<file path="src/rtl/hyperbus_phy_seq_if.sv">
// Signal bundle between a HyperBus transaction source and the PHY sequencer.
// Handshake rule for both trans_* and tx_*: a transfer happens on a rising
// clk_i edge where valid and ready are both high; once valid is raised the
// source keeps it and its payload stable until that edge. rx_valid_i has no
// back-pressure: it is a one-cycle pulse per received word.
interface hyperbus_phy_seq_if #(
    parameter int NumChips   = 2,
    parameter int BurstWidth = 8,
    parameter int LatWidth   = 4
);
    logic                  trans_valid_i;
    logic                  trans_ready_o;
    logic                  trans_write_i;
    logic [NumChips-1:0]   trans_cs_i;
    logic [BurstWidth-1:0] trans_burst_i;
    logic [LatWidth-1:0]   cfg_latency_i;
    logic [LatWidth-1:0]   cfg_recovery_i;
    logic                  rwds_sample_i;
    logic                  tx_valid_i;
    logic                  tx_ready_o;
    logic                  rx_valid_i;
    logic [NumChips-1:0]   cs_o;
    logic                  cs_ena_o;
    logic                  tx_clk_ena_o;
    logic                  tx_data_oe_o;
    logic                  tx_rwds_oe_o;
    logic                  rwds_sample_ena_o;
    logic                  rx_clk_set_o;
    logic                  rx_clk_reset_o;
    logic                  lat_double_o;
    logic                  done_o;
    logic                  error_o;

    // Sequencer side.
    modport slave (
        input  trans_valid_i, trans_write_i, trans_cs_i, trans_burst_i,
               cfg_latency_i, cfg_recovery_i, rwds_sample_i, tx_valid_i, rx_valid_i,
        output trans_ready_o, tx_ready_o, cs_o, cs_ena_o, tx_clk_ena_o, tx_data_oe_o,
               tx_rwds_oe_o, rwds_sample_ena_o, rx_clk_set_o, rx_clk_reset_o,
               lat_double_o, done_o, error_o
    );

    // Transaction source / transceiver side.
    modport master (
        output trans_valid_i, trans_write_i, trans_cs_i, trans_burst_i,
               cfg_latency_i, cfg_recovery_i, rwds_sample_i, tx_valid_i, rx_valid_i,
        input  trans_ready_o, tx_ready_o, cs_o, cs_ena_o, tx_clk_ena_o, tx_data_oe_o,
               tx_rwds_oe_o, rwds_sample_ena_o, rx_clk_set_o, rx_clk_reset_o,
               lat_double_o, done_o, error_o
    );
endinterface

</file>
<file path="src/rtl/hyperbus_phy_seq.sv">
// HyperBus PHY sequencer: walks one transaction through chip-select setup,
// 3-cycle command/address, initial latency (single or double, chosen by RWDS
// at the end of CA), the write or read data phase, CS hold and CS-high
// recovery. done_o pulses in the first IDLE cycle after recovery.
// Optional read watchdog: define HYPERBUS_SEQ_TIMEOUT_EN to enable it;
// without it error_o is constant 0 and READ waits indefinitely.
module hyperbus_phy_seq #(
    parameter int NumChips      = 2,
    parameter int BurstWidth    = 8,
    parameter int LatWidth      = 4,
    parameter int TimeoutCycles = 64
) (
    input  logic                clk_i,
    input  logic                rst_i,
    hyperbus_phy_seq_if.slave   bus,
    output logic [2:0]          dbg_state_o
);
    // One counter serves CA, latency, data words and recovery; sized for
    // 2^BurstWidth words and 2*(2^LatWidth-1) latency cycles.
    localparam int CntW  = ((BurstWidth > LatWidth) ? BurstWidth : LatWidth) + 1;
    localparam int TcntW = $clog2(TimeoutCycles + 1);
`ifdef HYPERBUS_SEQ_TIMEOUT_EN
    localparam bit TimeoutEn = 1'b1;
`else
    localparam bit TimeoutEn = 1'b0;
`endif

    typedef enum logic [2:0] {
        S_IDLE, S_CS_SETUP, S_CA, S_LATENCY, S_WRITE, S_READ, S_CS_HOLD, S_RECOVER
    } state_t;

    state_t                state_q, state_d;
    logic [CntW-1:0]       cnt_q, cnt_d;
    logic [TcntW-1:0]      tcnt_q;
    logic                  write_q;
    logic [NumChips-1:0]   cs_q;
    logic [BurstWidth-1:0] burst_q;
    logic [LatWidth-1:0]   lat_q, rec_q;
    logic                  lat_double_q, read_first_q, done_q, error_q;

    logic [LatWidth-1:0]   lat_eff, rec_eff;
    logic [CntW-1:0]       lat_len;
    logic                  accept, timeout;

    // Zero-valued latency/recovery settings behave as one cycle.
    assign lat_eff = (lat_q == '0) ? LatWidth'(1) : lat_q;
    assign rec_eff = (rec_q == '0) ? LatWidth'(1) : rec_q;
    assign lat_len = lat_double_q ? CntW'({lat_eff, 1'b0}) : CntW'(lat_eff);
    assign accept  = (state_q == S_IDLE) && bus.trans_valid_i;
    assign timeout = TimeoutEn && (state_q == S_READ) && !bus.rx_valid_i &&
                     (tcnt_q == TcntW'(TimeoutCycles - 1));

    assign bus.lat_double_o = lat_double_q;
    assign bus.done_o       = done_q;
    assign bus.error_o      = TimeoutEn & error_q;
    assign dbg_state_o      = state_q;

    // State, counters and per-transaction latches.
    always_ff @(posedge clk_i or posedge rst_i) begin
        if (rst_i) begin
            state_q      <= S_IDLE;
            cnt_q        <= '0;
            tcnt_q       <= '0;
            write_q      <= 1'b0;
            cs_q         <= '0;
            burst_q      <= '0;
            lat_q        <= '0;
            rec_q        <= '0;
            lat_double_q <= 1'b0;
            read_first_q <= 1'b0;
            done_q       <= 1'b0;
            error_q      <= 1'b0;
        end else begin
            state_q      <= state_d;
            cnt_q        <= cnt_d;
            read_first_q <= (state_d == S_READ) && (state_q != S_READ);
            done_q       <= (state_q == S_RECOVER) && (state_d == S_IDLE);
            if (state_q != S_READ || bus.rx_valid_i) tcnt_q <= '0;
            else                                     tcnt_q <= tcnt_q + TcntW'(1);
            if (accept) begin
                write_q      <= bus.trans_write_i;
                cs_q         <= bus.trans_cs_i;
                burst_q      <= bus.trans_burst_i;
                lat_q        <= bus.cfg_latency_i;
                rec_q        <= bus.cfg_recovery_i;
                lat_double_q <= 1'b0;
                error_q      <= 1'b0;
            end
            if (state_q == S_CA && cnt_q == CntW'(2)) lat_double_q <= bus.rwds_sample_i;
            if (timeout) error_q <= 1'b1;
        end
    end

    // Next state and transceiver controls for the current phase.
    always_comb begin
        state_d               = state_q;
        bus.trans_ready_o     = 1'b0;
        bus.tx_ready_o        = 1'b0;
        bus.cs_o              = '0;
        bus.cs_ena_o          = 1'b0;
        bus.tx_clk_ena_o      = 1'b0;
        bus.tx_data_oe_o      = 1'b0;
        bus.tx_rwds_oe_o      = 1'b0;
        bus.rwds_sample_ena_o = 1'b0;
        bus.rx_clk_set_o      = 1'b0;
        bus.rx_clk_reset_o    = 1'b0;
        case (state_q)
            S_IDLE: begin
                bus.trans_ready_o = ~rst_i;
                if (bus.trans_valid_i) state_d = S_CS_SETUP;
            end
            S_CS_SETUP: begin
                bus.cs_o     = cs_q;
                bus.cs_ena_o = 1'b1;
                state_d      = S_CA;
            end
            S_CA: begin
                bus.cs_o              = cs_q;
                bus.cs_ena_o          = 1'b1;
                bus.tx_clk_ena_o      = 1'b1;
                bus.tx_data_oe_o      = 1'b1;
                bus.rwds_sample_ena_o = 1'b1;
                if (cnt_q == CntW'(2)) state_d = S_LATENCY;
            end
            S_LATENCY: begin
                bus.cs_o         = cs_q;
                bus.cs_ena_o     = 1'b1;
                bus.tx_clk_ena_o = 1'b1;
                if (cnt_q == lat_len - CntW'(1)) state_d = write_q ? S_WRITE : S_READ;
            end
            S_WRITE: begin
                // The bus clock only runs for cycles that carry a word.
                bus.cs_o         = cs_q;
                bus.cs_ena_o     = 1'b1;
                bus.tx_ready_o   = 1'b1;
                bus.tx_data_oe_o = 1'b1;
                bus.tx_rwds_oe_o = 1'b1;
                bus.tx_clk_ena_o = bus.tx_valid_i;
                if (bus.tx_valid_i && cnt_q == CntW'(burst_q)) state_d = S_CS_HOLD;
            end
            S_READ: begin
                bus.cs_o             = cs_q;
                bus.cs_ena_o         = 1'b1;
                bus.tx_clk_ena_o     = 1'b1;
                bus.rx_clk_set_o     = read_first_q;
                if ((bus.rx_valid_i && cnt_q == CntW'(burst_q)) || timeout) begin
                    bus.rx_clk_reset_o = 1'b1;
                    state_d            = S_CS_HOLD;
                end
            end
            S_CS_HOLD: begin
                bus.cs_o     = cs_q;
                bus.cs_ena_o = 1'b1;
                state_d      = S_RECOVER;
            end
            S_RECOVER: begin
                if (cnt_q == CntW'(rec_eff) - CntW'(1)) state_d = S_IDLE;
            end
            default: state_d = S_IDLE;
        endcase
    end

    // Phase counter: cleared on every state change, stepped per phase rule.
    always_comb begin
        cnt_d = cnt_q;
        if (state_d != state_q) begin
            cnt_d = '0;
        end else begin
            case (state_q)
                S_CA, S_LATENCY, S_RECOVER: cnt_d = cnt_q + CntW'(1);
                S_WRITE:                    cnt_d = cnt_q + CntW'(bus.tx_valid_i);
                S_READ:                     cnt_d = cnt_q + CntW'(bus.rx_valid_i);
                default:                    cnt_d = cnt_q;
            endcase
        end
    end
endmodule
</file>
<file path="src/flat_wrapper.sv">
// flat-port wrapper written by rule: the top's interface ports become plain ports
module hyperbus_phy_seq_flat 
#(
    parameter int NumChips      = 2,
    parameter int BurstWidth    = 8,
    parameter int LatWidth      = 4,
    parameter int TimeoutCycles = 64
)
  (clk_i, rst_i, dbg_state_o, bus_trans_valid_i, bus_trans_write_i, bus_trans_cs_i, bus_trans_burst_i, bus_cfg_latency_i, bus_cfg_recovery_i, bus_rwds_sample_i, bus_tx_valid_i, bus_rx_valid_i, bus_trans_ready_o, bus_tx_ready_o, bus_cs_o, bus_cs_ena_o, bus_tx_clk_ena_o, bus_tx_data_oe_o, bus_tx_rwds_oe_o, bus_rwds_sample_ena_o, bus_rx_clk_set_o, bus_rx_clk_reset_o, bus_lat_double_o, bus_done_o, bus_error_o);
  hyperbus_phy_seq_if #(.NumChips(NumChips), .BurstWidth(BurstWidth), .LatWidth(LatWidth)) bus_i ();
  input  logic clk_i;
  input  logic rst_i;
  output logic [2:0] dbg_state_o;
  input wire logic [$bits(bus_i.trans_valid_i)-1:0] bus_trans_valid_i;
  input wire logic [$bits(bus_i.trans_write_i)-1:0] bus_trans_write_i;
  input wire logic [$bits(bus_i.trans_cs_i)-1:0] bus_trans_cs_i;
  input wire logic [$bits(bus_i.trans_burst_i)-1:0] bus_trans_burst_i;
  input wire logic [$bits(bus_i.cfg_latency_i)-1:0] bus_cfg_latency_i;
  input wire logic [$bits(bus_i.cfg_recovery_i)-1:0] bus_cfg_recovery_i;
  input wire logic [$bits(bus_i.rwds_sample_i)-1:0] bus_rwds_sample_i;
  input wire logic [$bits(bus_i.tx_valid_i)-1:0] bus_tx_valid_i;
  input wire logic [$bits(bus_i.rx_valid_i)-1:0] bus_rx_valid_i;
  output wire logic [$bits(bus_i.trans_ready_o)-1:0] bus_trans_ready_o;
  output wire logic [$bits(bus_i.tx_ready_o)-1:0] bus_tx_ready_o;
  output wire logic [$bits(bus_i.cs_o)-1:0] bus_cs_o;
  output wire logic [$bits(bus_i.cs_ena_o)-1:0] bus_cs_ena_o;
  output wire logic [$bits(bus_i.tx_clk_ena_o)-1:0] bus_tx_clk_ena_o;
  output wire logic [$bits(bus_i.tx_data_oe_o)-1:0] bus_tx_data_oe_o;
  output wire logic [$bits(bus_i.tx_rwds_oe_o)-1:0] bus_tx_rwds_oe_o;
  output wire logic [$bits(bus_i.rwds_sample_ena_o)-1:0] bus_rwds_sample_ena_o;
  output wire logic [$bits(bus_i.rx_clk_set_o)-1:0] bus_rx_clk_set_o;
  output wire logic [$bits(bus_i.rx_clk_reset_o)-1:0] bus_rx_clk_reset_o;
  output wire logic [$bits(bus_i.lat_double_o)-1:0] bus_lat_double_o;
  output wire logic [$bits(bus_i.done_o)-1:0] bus_done_o;
  output wire logic [$bits(bus_i.error_o)-1:0] bus_error_o;
  assign bus_i.trans_valid_i = bus_trans_valid_i;
  assign bus_i.trans_write_i = bus_trans_write_i;
  assign bus_i.trans_cs_i = bus_trans_cs_i;
  assign bus_i.trans_burst_i = bus_trans_burst_i;
  assign bus_i.cfg_latency_i = bus_cfg_latency_i;
  assign bus_i.cfg_recovery_i = bus_cfg_recovery_i;
  assign bus_i.rwds_sample_i = bus_rwds_sample_i;
  assign bus_i.tx_valid_i = bus_tx_valid_i;
  assign bus_i.rx_valid_i = bus_rx_valid_i;
  assign bus_trans_ready_o = bus_i.trans_ready_o;
  assign bus_tx_ready_o = bus_i.tx_ready_o;
  assign bus_cs_o = bus_i.cs_o;
  assign bus_cs_ena_o = bus_i.cs_ena_o;
  assign bus_tx_clk_ena_o = bus_i.tx_clk_ena_o;
  assign bus_tx_data_oe_o = bus_i.tx_data_oe_o;
  assign bus_tx_rwds_oe_o = bus_i.tx_rwds_oe_o;
  assign bus_rwds_sample_ena_o = bus_i.rwds_sample_ena_o;
  assign bus_rx_clk_set_o = bus_i.rx_clk_set_o;
  assign bus_rx_clk_reset_o = bus_i.rx_clk_reset_o;
  assign bus_lat_double_o = bus_i.lat_double_o;
  assign bus_done_o = bus_i.done_o;
  assign bus_error_o = bus_i.error_o;
  hyperbus_phy_seq #(.NumChips(NumChips), .BurstWidth(BurstWidth), .LatWidth(LatWidth), .TimeoutCycles(TimeoutCycles)) u_core (.clk_i(clk_i), .rst_i(rst_i), .bus(bus_i), .dbg_state_o(dbg_state_o));
endmodule
</file>
<file path="config.mk">
export PLATFORM = sky130hd
export DESIGN_NAME = hyperbus_phy_seq_flat
export DESIGN_NICKNAME = d
export VERILOG_FILES = /design/src/rtl/hyperbus_phy_seq_if.sv /design/src/rtl/hyperbus_phy_seq.sv /design/src/flat_wrapper.sv
export SDC_FILE = /design/constraint.sdc
export NUM_CORES = 1
export LEC_CHECK = 0
export ABC_AREA = 0
export CAP_MARGIN = 20
export CORE_UTILIZATION = 50
export DETAILED_ROUTE_END_ITERATION = 8
export HOLD_SLACK_MARGIN = 0.15
export PLACE_DENSITY = 0.77
export SKIP_LAST_GASP = 1
export SLEW_MARGIN = 40
export SYNTH_ARGS = -nofsm -noshare
export SYNTH_HDL_FRONTEND = slang
export SYNTH_SLANG_ARGS = --single-unit
export TNS_END_PERCENT = 50
</file>
<file path="constraint.sdc">
create_clock -name clk_i -period 6.45 [get_ports clk_i]
set_clock_uncertainty 0.1 [all_clocks]
set_input_delay 1.29 -clock clk_i [delete_from_list [all_inputs] [get_ports clk_i]]
set_output_delay 1.29 -clock clk_i [all_outputs]
set_load 0.02 [all_outputs]
</file>
==> metrics.txt <==
status=finished, final reports clean; final total power=roughly 1.2 mW; fin crit share=0.683; Seq/Total Area, Yosys=0.388; Die X=between 60 and 70 µm; via total after detailed routing=between 1500 and 2000; die height=just under 70 µm; crit end category=output pin; share of layout cells above drive strength 1=0.140; Post-synth EDFFs=0; Hold Path Class=flop to flop; Sink Count=34; Syn-to-layout area delta=22.4%; most frequent cell after synthesis=dfrtp_1; H-Tree Depth=2; met1 WL=roughly 2.0 mm; Final Max Tran Viols=0; Clock Root Buffer=clkbuf_8; routed vias/inst=between 5 and 6; routability cong.=roughly 0.89; initial drt markers=slightly above 90; final setup violation count=0; RSZ-0062 raised after global routing=false; CP Data Required Time=approximately 5 ns; Max Cap Violations=0; ranking of synthesized cells by area=dfrtp_1 (39%), mux2_2 (10%), xnor2_1 (7.6%); Final #Nets=slightly below 300; Slew headroom=0.583; synthesized area per cell=roughly 9.5 µm²; syn nets=260; initial antenna violation count=0; grt ovf=0; placed insts=306; crit start category=primary input; fin crit period=4.40 ns; initial cell density of the core=0.533; # IOs=42; CTS max path bufs=2; global-route wire length before repair=7.51 mm; # DRC=0; endpoints failing hold=0; Detail Route met3 WL=219 µm; fillers=~370; worst hold slack=between 0.4 and 0.5 ns; Pre-antenna DRT Iters=4; ys async rst share=1.00; VDD IR-drop max=roughly 0.00021 V; Critical Path AT=around 3 ns; YS warnings=0; non-filler cells, final=314; post-CTS sizing=0; Post-synth top flop=dfrtp_1; synthesis-stage register bit count=34; vias in the first global route=1638; clk_lat worst skew=about 0.28 ns; CP Class=primary input to output pin; Detail Route met2 WL=between 2 and 2.5 mm; Post-DP HPWL=3.22 mm; Post-Synthesis Cells=230; max layer used=met4; die area=~4700 µm²; placed inst area=about 2600 µm²; fmax=between 200 and 250 MHz; Fin Setup TNS=0 ns; clock-pin slew on the worst setup and hold paths=approximately 0.070 ns; PD cells=around 460 nW/µm²; post-synth cell types=49; largest net degree at the start of global routing=35; row count=23; Post-Route WL=about 4.4 mm; port bufs=40; area share of the largest cell type after synthesis=0.388; largest area contributor in the netlist=dfrtp_1; routed len/inst=between 10 and 15 µm; CTS Hold Bufs=0; Inserted Diodes=0; synth cell count leaders=dfrtp_1 (34), nand2_1 (22), nor2_1 (21), mux2_2 (20), xnor2_1 (19); GRT Util Overall=0.220; postcts setup bufs=0; CP Max Fanout=2; static leakage=roughly 1.1 nW; Final Cell Area=between 2000 and 3000 µm²; Cell Area, Synth=about 2200 µm²; Core Region=a little over 4000 µm²; cts bufs inserted=5; CTS tree=done; ANT nets after route=0; Worst-Margin Slew=0.621 ns
## stage by stage
| stage | worst slack, ns | utilization |
|---|---|---|
| after detailed placement | 2.07 | 0.631 |
| final | 2.05 | 0.653 |
| after global placement | 2.10 | 0.630 |
| after global routing | 2.00 | 0.653 |
| after CTS | 2.07 | 0.653 |
| after floorplan | 3.13 | - |
## layout make-up
class	count	area, µm²	share of cell area
clock buffers	7	86.3	0.0321
repair buffers	41	408	0.152
flip-flops and latches	34	851	0.317
well taps	50	62.6	0.0233
clock inverters	1	5.00	0.00186
inverters	7	26.3	0.00978
multi-input cells	174	1250	0.464
## worst max-delay path, stage by stage
cell and delay [ns]:
clkdlybuf4s50_1 0.51, nand3b_1 0.09, nor3_1 0.33, and3_1 0.20
clkdlybuf4s50_1 0.60
## placed cells by master, fill, tap and decap left out, drive strengths merged, types with 4 or more instances in the layout
cell type / synthesis / final
xnor2: 19 / 19
clkbuf: 8 / 7
nand3: 5 / 5
o21ai: 9 / 9
ha: 5 / 5
and2: 4 / 4
clkdlybuf4s50: 0 / 40
nor3: 10 / 10
nor2: 21 / 21
nand2b: 9 / 9
dfrtp: 34 / 34
mux2: 20 / 20
nor4b: 4 / 4
and3: 4 / 4
inv: 7 / 7
xor2: 5 / 5
nand2: 22 / 22
## final timing paths
path	startpoint	end	slack, ns	depth (start not counted)
max	bus_rx_valid_i	bus_rx_clk_reset_o	2.05	5
min	u_core.cs_q[0]	u_core.cs_q[0]	0.40	1
max reg2reg	u_core.lat_q[1]	u_core.cnt_q[7]	2.61	15
min reg2reg	u_core.cs_q[0]	u_core.cs_q[0]	0.40	1
max in group asynchronous	rst_i	u_core.burst_q[5]	4.60	3
min in group asynchronous	rst_i	u_core.dbg_state_o[1]	1.34	3
## power breakdown
part	total, mW	switching, mW	internal [mW]
combinational	0.657	0.321	0.336
clock	0.161	0.0748	0.0861
sequential	0.405	0.113	0.292
## state kept, by name, summed over array words and instances (netlist names)
| register | cells |
|---|---|
| u_core.bus.done_o | 1 |
| u_core.rec_q | 4 |
| u_core.burst_q | 8 |
| u_core.cnt_q | 9 |
| u_core.read_first_q | 1 |
| u_core.lat_q | 4 |
| u_core.dbg_state_o | 3 |
| u_core.write_q | 1 |
| u_core.cs_q | 2 |
| u_core.bus.lat_double_o | 1 |
## metal layers
| layer | up-vias | track usage |
|---|---|---|
| li1 | 854 | - |
| met1 | 821 | 0.287 |
| met2 | 46 | 0.358 |
| met3 | 5 | 0.0550 |
| met4 | 0 | 0.0625 |
| met5 | - | 0 |
## cells by family after synthesis
kind of cell,synth area share
buffers and inverters,0.0445
AOI/OAI and AO/OA,0.0952
adders and majority gates,0.0285
muxes,0.118
and+or+nand+nor,0.229
other,0.00171
DFF,0.388
xor gates and xnor gates,0.0958
Note: power is estimated with default switching activity, not from simulation.
